## config.mk

```make
export PLATFORM = sky130hd
export DESIGN_NAME = inc_pulse_gen
export DESIGN_NICKNAME = d
export VERILOG_FILES = /design/src/rtl/inc_pulse_gen.sv
export SDC_FILE = /design/constraint.sdc
export NUM_CORES = 1
export LEC_CHECK = 0
export ABC_AREA = 1
export CAP_MARGIN = 20
export CORE_MARGIN = 8
export CORE_UTILIZATION = 62
export DETAILED_ROUTE_END_ITERATION = 10
export GPL_TIMING_DRIVEN = 0
export PLACE_DENSITY = 0.8
export SLEW_MARGIN = 0
export SYNTH_ARGS = -nofsm -noshare
export SYNTH_HDL_FRONTEND = slang
export SYNTH_SLANG_ARGS = --single-unit
```

## constraint.sdc

```tcl
create_clock -name clk -period 2.6 [get_ports clk]
set_clock_uncertainty 0.05 [all_clocks]
set_input_delay 0.52 -clock clk [delete_from_list [all_inputs] [get_ports clk]]
set_output_delay 0.52 -clock clk [all_outputs]
set_load 0.03 [all_outputs]
```

## src/rtl/inc_pulse_gen.sv

```systemverilog
// inc_pulse_gen: synchronizes and debounces a push-button into one-cycle inc pulses with optional auto-repeat
module inc_pulse_gen #(
   parameter int DB_CYCLES     = 4,
   parameter int HOLD_CYCLES   = 16,
   parameter int REPEAT_CYCLES = 8,
   parameter bit REPEAT_EN     = 1'b1,
   parameter int TW            = 16
) (
   input  logic clk,
   input  logic reset_n,
   input  logic btn,
   output logic inc,
   output logic pressed
);
   typedef enum logic [1:0] {IDLE, PRESS_DB, HELD, REL_DB} state_t;
   localparam logic [TW-1:0] DB_L   = TW'(DB_CYCLES);
   localparam logic [TW-1:0] HOLD_L = TW'(HOLD_CYCLES);
   localparam logic [TW-1:0] REP_L  = TW'(REPEAT_CYCLES);
   state_t state, state_n;
   logic s1, btn_s, rep, rep_n, inc_n, pressed_n, db_hit, rpt_hit;
   logic [TW-1:0] db, db_n, db_inc, rpt, rpt_n, rpt_inc;
   assign db_inc  = (db == '1) ? db : db + 1'b1;
   assign rpt_inc = (rpt == '1) ? rpt : rpt + 1'b1;
   assign db_hit  = db_inc >= DB_L;
   // first repeat waits HOLD_CYCLES, later ones REPEAT_CYCLES; !inc keeps pulses from touching
   assign rpt_hit = REPEAT_EN && !inc && (rpt >= (rep ? REP_L : HOLD_L) - 1'b1);
   // two-flop synchronizer for the asynchronous button
   always_ff @(posedge clk or negedge reset_n)
      if (!reset_n) {btn_s, s1} <= 2'b00;
      else {btn_s, s1} <= {s1, btn};
   // debounce / repeat next-state logic; db is always 0 outside the two debounce states
   always_comb begin
      state_n = state;
      db_n    = db;
      rpt_n   = rpt;
      rep_n   = rep;
      inc_n   = 1'b0;
      case (state)
         IDLE, PRESS_DB: begin
            if (!btn_s) begin
               state_n = IDLE;
               db_n    = '0;
            end else if (db_hit) begin
               state_n = HELD;
               db_n    = '0;
               rpt_n   = '0;
               rep_n   = 1'b0;
               inc_n   = 1'b1;
            end else begin
               state_n = PRESS_DB;
               db_n    = db_inc;
            end
         end
         HELD: begin
            if (!btn_s) begin
               state_n = db_hit ? IDLE : REL_DB;
               db_n    = db_hit ? '0 : db_inc;
               rpt_n   = '0;
               rep_n   = 1'b0;
            end else if (rpt_hit) begin
               rpt_n = '0;
               rep_n = 1'b1;
               inc_n = 1'b1;
            end else begin
               rpt_n = rpt_inc;
            end
         end
         REL_DB: begin
            if (btn_s) begin
               state_n = HELD;
               db_n    = '0;
               rpt_n   = '0;
               rep_n   = 1'b0;
            end else begin
               state_n = db_hit ? IDLE : REL_DB;
               db_n    = db_hit ? '0 : db_inc;
            end
         end
         default: begin
            state_n = IDLE;
            db_n    = '0;
            rpt_n   = '0;
            rep_n   = 1'b0;
         end
      endcase
      pressed_n = (state_n == HELD) || (state_n == REL_DB);
   end
   // state, timers and registered outputs
   always_ff @(posedge clk or negedge reset_n)
      if (!reset_n) begin
         state   <= IDLE;
         db      <= '0;
         rpt     <= '0;
         rep     <= 1'b0;
         inc     <= 1'b0;
         pressed <= 1'b0;
      end else begin
         state   <= state_n;
         db      <= db_n;
         rpt     <= rpt_n;
         rep     <= rep_n;
         inc     <= inc_n;
         pressed <= pressed_n;
      end
endmodule

```

== After elaboration in Yosys (flattened, before gate mapping) ==
Cells that the tools add are included.
Word-level totals
  register bits after elaboration: 39
  input port bits: 3
  output and inout bits: 2
  logic and storage cells: 64
Operators by class
  add/sub/neg operators: 3
  magnitude comparators: 2
  equal/unequal tests: 13
  mux-type cells: 31
  reductions and logical operators: 7
Operators with widths (number)
  $mux 16: 11
  $pmux 16 s3: 2
  $add 16x1->16 const B: 2
  $eq 16x16->1 const B: 2
  $ge 16x16->1: 1
  $ge 16x3->1 const B: 1
  $mux 2: 5
  $mux 1: 9
  $eq 2x2->1 const B: 4
  $ne 2x2->1 const B: 4
  $reduce_and 4->1: 2
  $pmux 2 s3: 1
  $sub 5x1->6 const B: 1
  $mux 5: 1
  $ne 4x4->1 const B: 1
  $ne 3x3->1 const B: 1
  $pmux 1 s3: 1
  $eq 2x1->1 const B: 1
  $logic_not 2->1: 1
  $pmux 1 s2: 1
  $reduce_or 2->1: 1
  $logic_and 1x1->1: 1
  $logic_not 1->1: 1
  $logic_or 1x1->1: 1

== Depth between registers and ports, before layout ==
  depth after elaboration: 8
  mapped depth: 16
  gate-level depth less buffers: 15

== Worst setup path after synthesis ==
No wires, ideal clock.
  path type: flip-flop to flip-flop
  start point: reg db[0]
  end point: reg rpt[3]
  setup time: 0.117 ns
  arrival time: 1.913 ns
  required time: 2.433 ns
  setup slack: 0.520 ns
  stages on the path, launching flop included: 13
  buffers on the path: 1
  clock period less this slack: 2.080 ns
  cells stage by stage: dfrtp_1 -> ha_1 -> inv_1 -> nor2_1 -> nand2_2 -> inv_1 -> nand2_2 -> nand3_1 -> nor3_4 -> nand3_4 -> buf_2 -> nand3_1 -> nand2_1
On the way
  word-level cells in the longest chain between the ends: 5
  elaborated cells between the ends (all ways): 6
  those cells by class: add/sub: 1; order compare: 1; eq/ne: 2; mux: 1; reduce/logical: 1
RTL lines
  from (decl): line 21  | logic [TW-1:0] db, db_n, db_inc, rpt, rpt_n, rpt_inc;
  from (signal assigned): line 99  | db <= db_n;
  $add 16x1->16 / $eq 16x16->1 (equally long branches): line 22  | assign db_inc = (db == '1) ? db : db + 1'b1;
  $mux 16 *: line 22
  $ge 16x3->1 *: line 24  | assign db_hit = db_inc >= DB_L;
  $ne 2x2->1 (no source line) *
  $reduce_and 4->1 (no source line) *
  to (signal assigned): line 100  | rpt <= rpt_n;
  to (decl): line 21
Mark *: on every way between the ends. The rest lies on a longest branch, timed or not.
A chain may end at the register's enable or synchronous reset.

== Final worst setup path ==
  start point: reg rpt[0]
  end point: reg rpt[4]
On the way
  word-level cells in the longest chain between the ends: 5
  elaborated cells between the ends (all ways): 10
  those cells by class: add/sub: 1; order compare: 1; eq/ne: 2; mux: 4; reduce/logical: 2
RTL lines
  $add 16x1->16 / $ge 16x16->1 (equally long branches): line 23, 26
  $mux 16 / $logic_and 1x1->1 (equally long branches): line 23, 26
  $mux 16: line 60  | end else if (rpt_hit) begin
  $mux 16: line 55  | if (!btn_s) begin
  $pmux 16 s3: line 38  | case (state)
Parallel ways exist; a longest one is shown, timed or not. The select of a mux whose other input is x is not followed.

==> summary by stage <==
Routing
The detailed router finished its first iteration with 133 violations. The detail route stage leaves a number of antenna-violating nets equal to 0. The number of vias per cell is 5.29. The first detailed-routing pass took 4 iterations. The number of remaining DRC errors is 0. For this block, the routed nets add up to 5060 microns of wire.

The detailed-route wire length per cell is 12.8 microns. For this block, the via count after detailed routing is 2085.

Synth
The synthesized net count is 340. The most used flip-flop cell after synthesis is dfrtp_1. Ranked by instance count, the synthesized netlist is headed by 95 x nand2_1, 49 x nor2_1, 41 x inv_1, 38 x dfrtp_1, 33 x nand3_1.

The fraction of synthesized cell area taken by the top area cell type is 0.399. The sequential element share of the synthesized area is 0.399. Among all cell types in the netlist, the one instantiated most often is nand2_1. The post-synthesis compound-gate area fraction is 0.0321. The instance count of the mapped netlist is 334.

Summing every instance area after synthesis gives 0.00238 sq mm. The post-synthesis share of cell area spent on xor and xnor gates is 0.0368. The portion of synthesized area spent on multiplexers is 0. The cell type contributing the most total cell area after synthesis is dfrtp_1. The synthesized area per cell is 7.13 sq um.

The simple logic cell fraction of the synthesized area is 0.440. The number of enable-type register cells in the synthesized netlist is 0. The post-synthesis register bit count is 38. After synthesis, the share of flip-flops with an asynchronous set or reset is 1.00. The number of different library cells in the post-synthesis netlist is 33.

Of the total synthesized cell area, the portion taken by full adders, half adders and majority gates is 0.0158. Ranked by total cell area, the synthesized netlist is headed by dfrtp_1 40%, nand2_1 15%, nor2_1 7.7%, nand3_1 6.9%, inv_1 6.5%. By area, the combinational part of the netlist is dominated by simple AND/OR/NAND/NOR gates. The number of warning messages in the yosys log is 0.

Layout
The combined flip-flop and latch cell area is 952 sq um. The footprint of the multi-input gates is 0.00126 sq mm. The synthesis-to-finish area growth is 8.20%. The number of nets in the layout is 351. The antenna cell count is 0.

The layout cell share with drive strength beyond 1 is 0.101. The count of filler cells inserted in the layout is 328.

Die
The horizontal extent of the die is 78.0 microns. The die height is 78.0 microns. For this configuration, the core starts out at a cell density of 0.646. The die footprint is 0.00608 sq mm. In this run the standard cell core region covers 0.00369 sq mm. In this run the core area contains 22 standard-cell rows.

For this design the top-level I/O count stands at 5.

Global route
The via count of the first global-routing pass is 2091. The total routing resource utilization after global routing is 0.182. The pin count of the biggest net entering global routing is 39. The total overflow left after global routing is 0.

The first global-routing pass estimated 9090 microns of wire. The initial antenna violation count was 0.

Clocking
CTS placed an instance of clkbuf_8 at the clock tree root. The number of buffers inserted by hold repair at cts is 0. TritonCTS built the clock tree.

The number of buffers on the longest clock path is 2. Clock tree synthesis inserted a total of 5 buffers. At the later pin of the worst-skew pair, clock insertion delay measures 290 ps. The number of sinks driven by the clock tree is 38.

Buffers added to address setup during post-CTS repair amount to 0. After clock tree synthesis, the clock-pin slew on the worst setup and hold paths is 80 ps. The clock tree synthesis step divided the H-tree into 2 levels.

STA
The number of pins with negative max-slew slack in the final report is 0. Derived from the worst setup path, the maximum achievable clock frequency is 417 MHz. After routing, the total negative slack on setup checks comes to 0 ps. The fraction of the cycle the final worst path needs is 0.923. Setup repair after global routing left no endpoint under its margin. The final period demand of the worst path is 2400 ps. The slew at the pin closest to its max-slew limit is 828 ps. Hold timing on the final database bottoms out at a slack of 280 ps. The count of final hold-check violations is 0. The worst pin sits at a relative slew slack of 0.448. The setup-violating endpoint count in the final report is 0.

Setup path
The worst setup path is launched from a flop. The critical path capture point type is a flop. The critical path required time is 2780 ps. Data arrives at the worst endpoint at 2570 ps. In this run the worst path has a maximum fanout of 10.

The classification of the worst setup path is flop to flop.

Place
The weighted congestion at the end of routability-driven global placement is 0.927. The number of buffers added on ports is 4. The post-detailed-placement half-perimeter wirelength is 3650 microns.

Worst hold path
The class of the most critical hold timing path is primary input to asynchronous set/reset pin.

Pwr
The total power draw is 1.63 mW. Summed over all cells, the static leakage comes to 1.25 nW. The largest voltage drop on the vdd net is 0.537 mV. The power density over cell area is 632 mW/mm^2.

Job
The tool flagged a number of max-cap violations equal to 0.

Run status
The run finished with clean final reports.
cell usage in the layout (no fill, tap or decap), types with 6 or more instances in the layout:
| cell | count |
|---|---|
| nand2_1 | 95 |
| clkbuf_8 | 6 |
| o21ai_0 | 6 |
| nor2_1 | 49 |
| dfrtp_1 | 37 |
| xor2_1 | 8 |
| nand4_1 | 14 |
| nor2_2 | 6 |
| inv_1 | 41 |
| nand3_1 | 33 |
| nor3_1 | 6 |
registers in the layout, indices dropped and copies added (netlist names):
register	count
db	16
rpt	16
btn_s	1
inc	1
pressed	1
rep	1
s1	1
state	1
cell families after synthesis:
| group | after synthesis |
|---|---|
| fa+ha+maj | 3 |
| xor+xnor | 10 |
| buf+inv | 46 |
| simple gates | 224 |
| compound gates | 13 |
| flops | 38 |
final cells by class:
type | instances | area share
flip-flops and latches | 38 | 0.370
repair buffers | 4 | 0.0136
multi-input cells | 250 | 0.488
well taps | 48 | 0.0233
clock buffers | 7 | 0.0335
plain buffers | 4 | 0.00923
inverters | 42 | 0.0612
clock inverters | 1 | 0.00194
stage by stage:
step / cells / setup WS, ps / utilization / instance area [sq um]
4_1_cts: 394 / 154 / 0.696 / 2570
6_report: 394 / 201 / 0.698 / 2580
3_5_place_dp: 386 / 188 / 0.671 / 2480
2_1_floorplan: 334 / 520 / - / 2380
3_3_place_gp: 386 / 86.1 / 0.673 / 2480
5_1_grt: 394 / 7.03 / 0.698 / 2580
worst paths after layout:
check	from	end	slack, ps	cells after the start
max	rpt[0]	rpt[4]	200	16
min	reset_n	inc	280	1
max reg2reg	rpt[0]	rpt[4]	200	16
min reg2reg	s1	btn_s	300	0
max in group asynchronous	reset_n	db[0]	1650	1
min in group clk	s1	btn_s	300	0
timing repair:
item | CTS | global route
endpoints found under the setup margin | 0 | 16
hold endpoints to repair | 0 | 0
resized for setup | 0 | 3
per-layer routing:
metal  GRT usage  up-vias  share of wire
li1            -     1083              -
met1       0.209      964           0.44
met2       0.326       34           0.52
met3      0.0415        4          0.028
met4      0.0574        0         0.0083
met5           0        -              0
critical path: stages (launching register included):
cell,delay (ps)
dfrtp_1,400
ha_1,210
nand2_1,80
inv_2,90
nand3_2,80
nor2_2,150
nand2_1,120
nor3_2,180
nand2_2,110
nor2_1,140
nand3b_1,100
nand2_1,100
nand2_4,110
nand2_4,140
buf_6,150
nand2_1,60
nand2_1,70
report_power, final:
part | internal (mW) | total (mW) | switching [mW]
Sequential | 0.644 | 0.704 | 0.0594
Clock | 0.214 | 0.414 | 0.200
Combinational | 0.170 | 0.511 | 0.341
No activity file was read; power rests on OpenSTA's default activity.
==> edit: new RTL, same flow settings <==
Change the parameter `REPEAT_EN` from 1'b1 to 1'b0.
--- a/src/rtl/inc_pulse_gen.sv
+++ b/src/rtl/inc_pulse_gen.sv
@@ -3,7 +3,7 @@
    parameter int DB_CYCLES     = 4,
    parameter int HOLD_CYCLES   = 16,
    parameter int REPEAT_CYCLES = 8,
-   parameter bit REPEAT_EN     = 1'b1,
+   parameter bit REPEAT_EN     = 1'b0,
    parameter int TW            = 16
 ) (
    input  logic clk,
Function: no difference found for any inputs over 10 cycles, from zero or initial values and one cycle with reset_n low; that may be too few to reach the edited logic, so the function may still have changed.
==> edit against the original RTL <==
Wire length fell by 51%; worst setup slack improved by 170 ps; largest power group unchanged; power fell by 49%; critical endpoint is now inc; utilization rose by 2.3 points; clock power fell by 38%; synthesized area fell by 47%; sequential cell count fell by 16; sequential share of layout area rose by 2.3 points; via count fell by 49%; final area fell by 46%; combinational power fell by 68%.
==> edit: results (changes against the original RTL) <==
status=complete, no violations; Hold Crit Class=reg -> reg; RR Startpoint=db[0]; vias in the first global route=1012 (-52%); share of cells above drive strength 1=0.153 (+0.0523); Worst Reg-to-Reg Cells=14 (-2); post-synthesis adder-cell area fraction=0.00990 (-0.00586); GR Layer Usage met1=0.190 (-0.0196); Post-synth top cells=nand2_1 (39), nor2_1 (29), dfrtp_1 (22); post-synthesis sequential area ratio=0.436 (+0.0363); pre-CTS worst setup slack=429 ps (+241 ps); htree depth=1 (-1); placer congestion estimate=0.973 (+5.0%); Avg Cell Area, Syn=7.57 um^2 (+6.1%); wire length per cell=12.1 um (-5.6%); Slew @ Worst Pin=458 ps (-370 ps); CP arrival=2400 ps (-170 ps); Root Driver=clkbuf_4; top flop regs=db (16), state (2); CTS buffer count=3 (-2); Final nets=181 (-48%); met3 Usage GRT=0.0251 (-0.0164); leading post-synthesis cells by cell area=dfrtp_1 (44%), nand2_1 (12%), nor2_1 (8.6%); Max IR drop VDD=616 uV (+15%); met3 wire len=131 um (-9.0%); CTS clk-pin slew, worst paths=120 ps (+40 ps); Post-Synth XOR/XNOR Area=0.0485 (+0.0117); met2 usage=0.254 (-0.0721); Detailed Route Iter0 Violations=43 (-68%); final wirelength=2460 um (-51%); mux share of post-synthesis cell area=0.00891 (+0.00891)
[edit: cells by family after synthesis]
family / Yosys count
AOI/OAI and AO/OA: 4
xor gates and xnor gates: 7
adders and majority gates: 1
buffers and inverters: 25
DFF: 22
muxes: 1
and+or+nand+nor: 107
[edit: power by group]
part / switching (W) / internal [W]
logic: 0.0000979 / 0.0000650
clock network: 0.000101 / 0.000156
registers: 0.0000315 / 0.000376
[edit: area by class of cell]
class / instances / area, um^2
flip-flops and latches: 22 / 551
multi-input cells: 120 / 612
clock buffers: 3 / 22.5
repair buffers: 5 / 51.3
well taps: 27 / 33.8
fillers: 162 / 541
clock inverters: 1 / 30.0
plain buffers: 2 / 15.0
inverters: 23 / 86.3
[edit: worst reg2reg max path, stage by stage, from the launching register on]
cell and delay [ps]:
dfrtp_1 490, ha_1 290, nand3_2 150, inv_2 70, nand2_2 80, inv_2 50
nand2_1 100, buf_6 150, nand3_1 80, nor2_1 140, nand2_2 80, nor2_4 160
nand2_2 100, nand3_1 90, inv_1 40
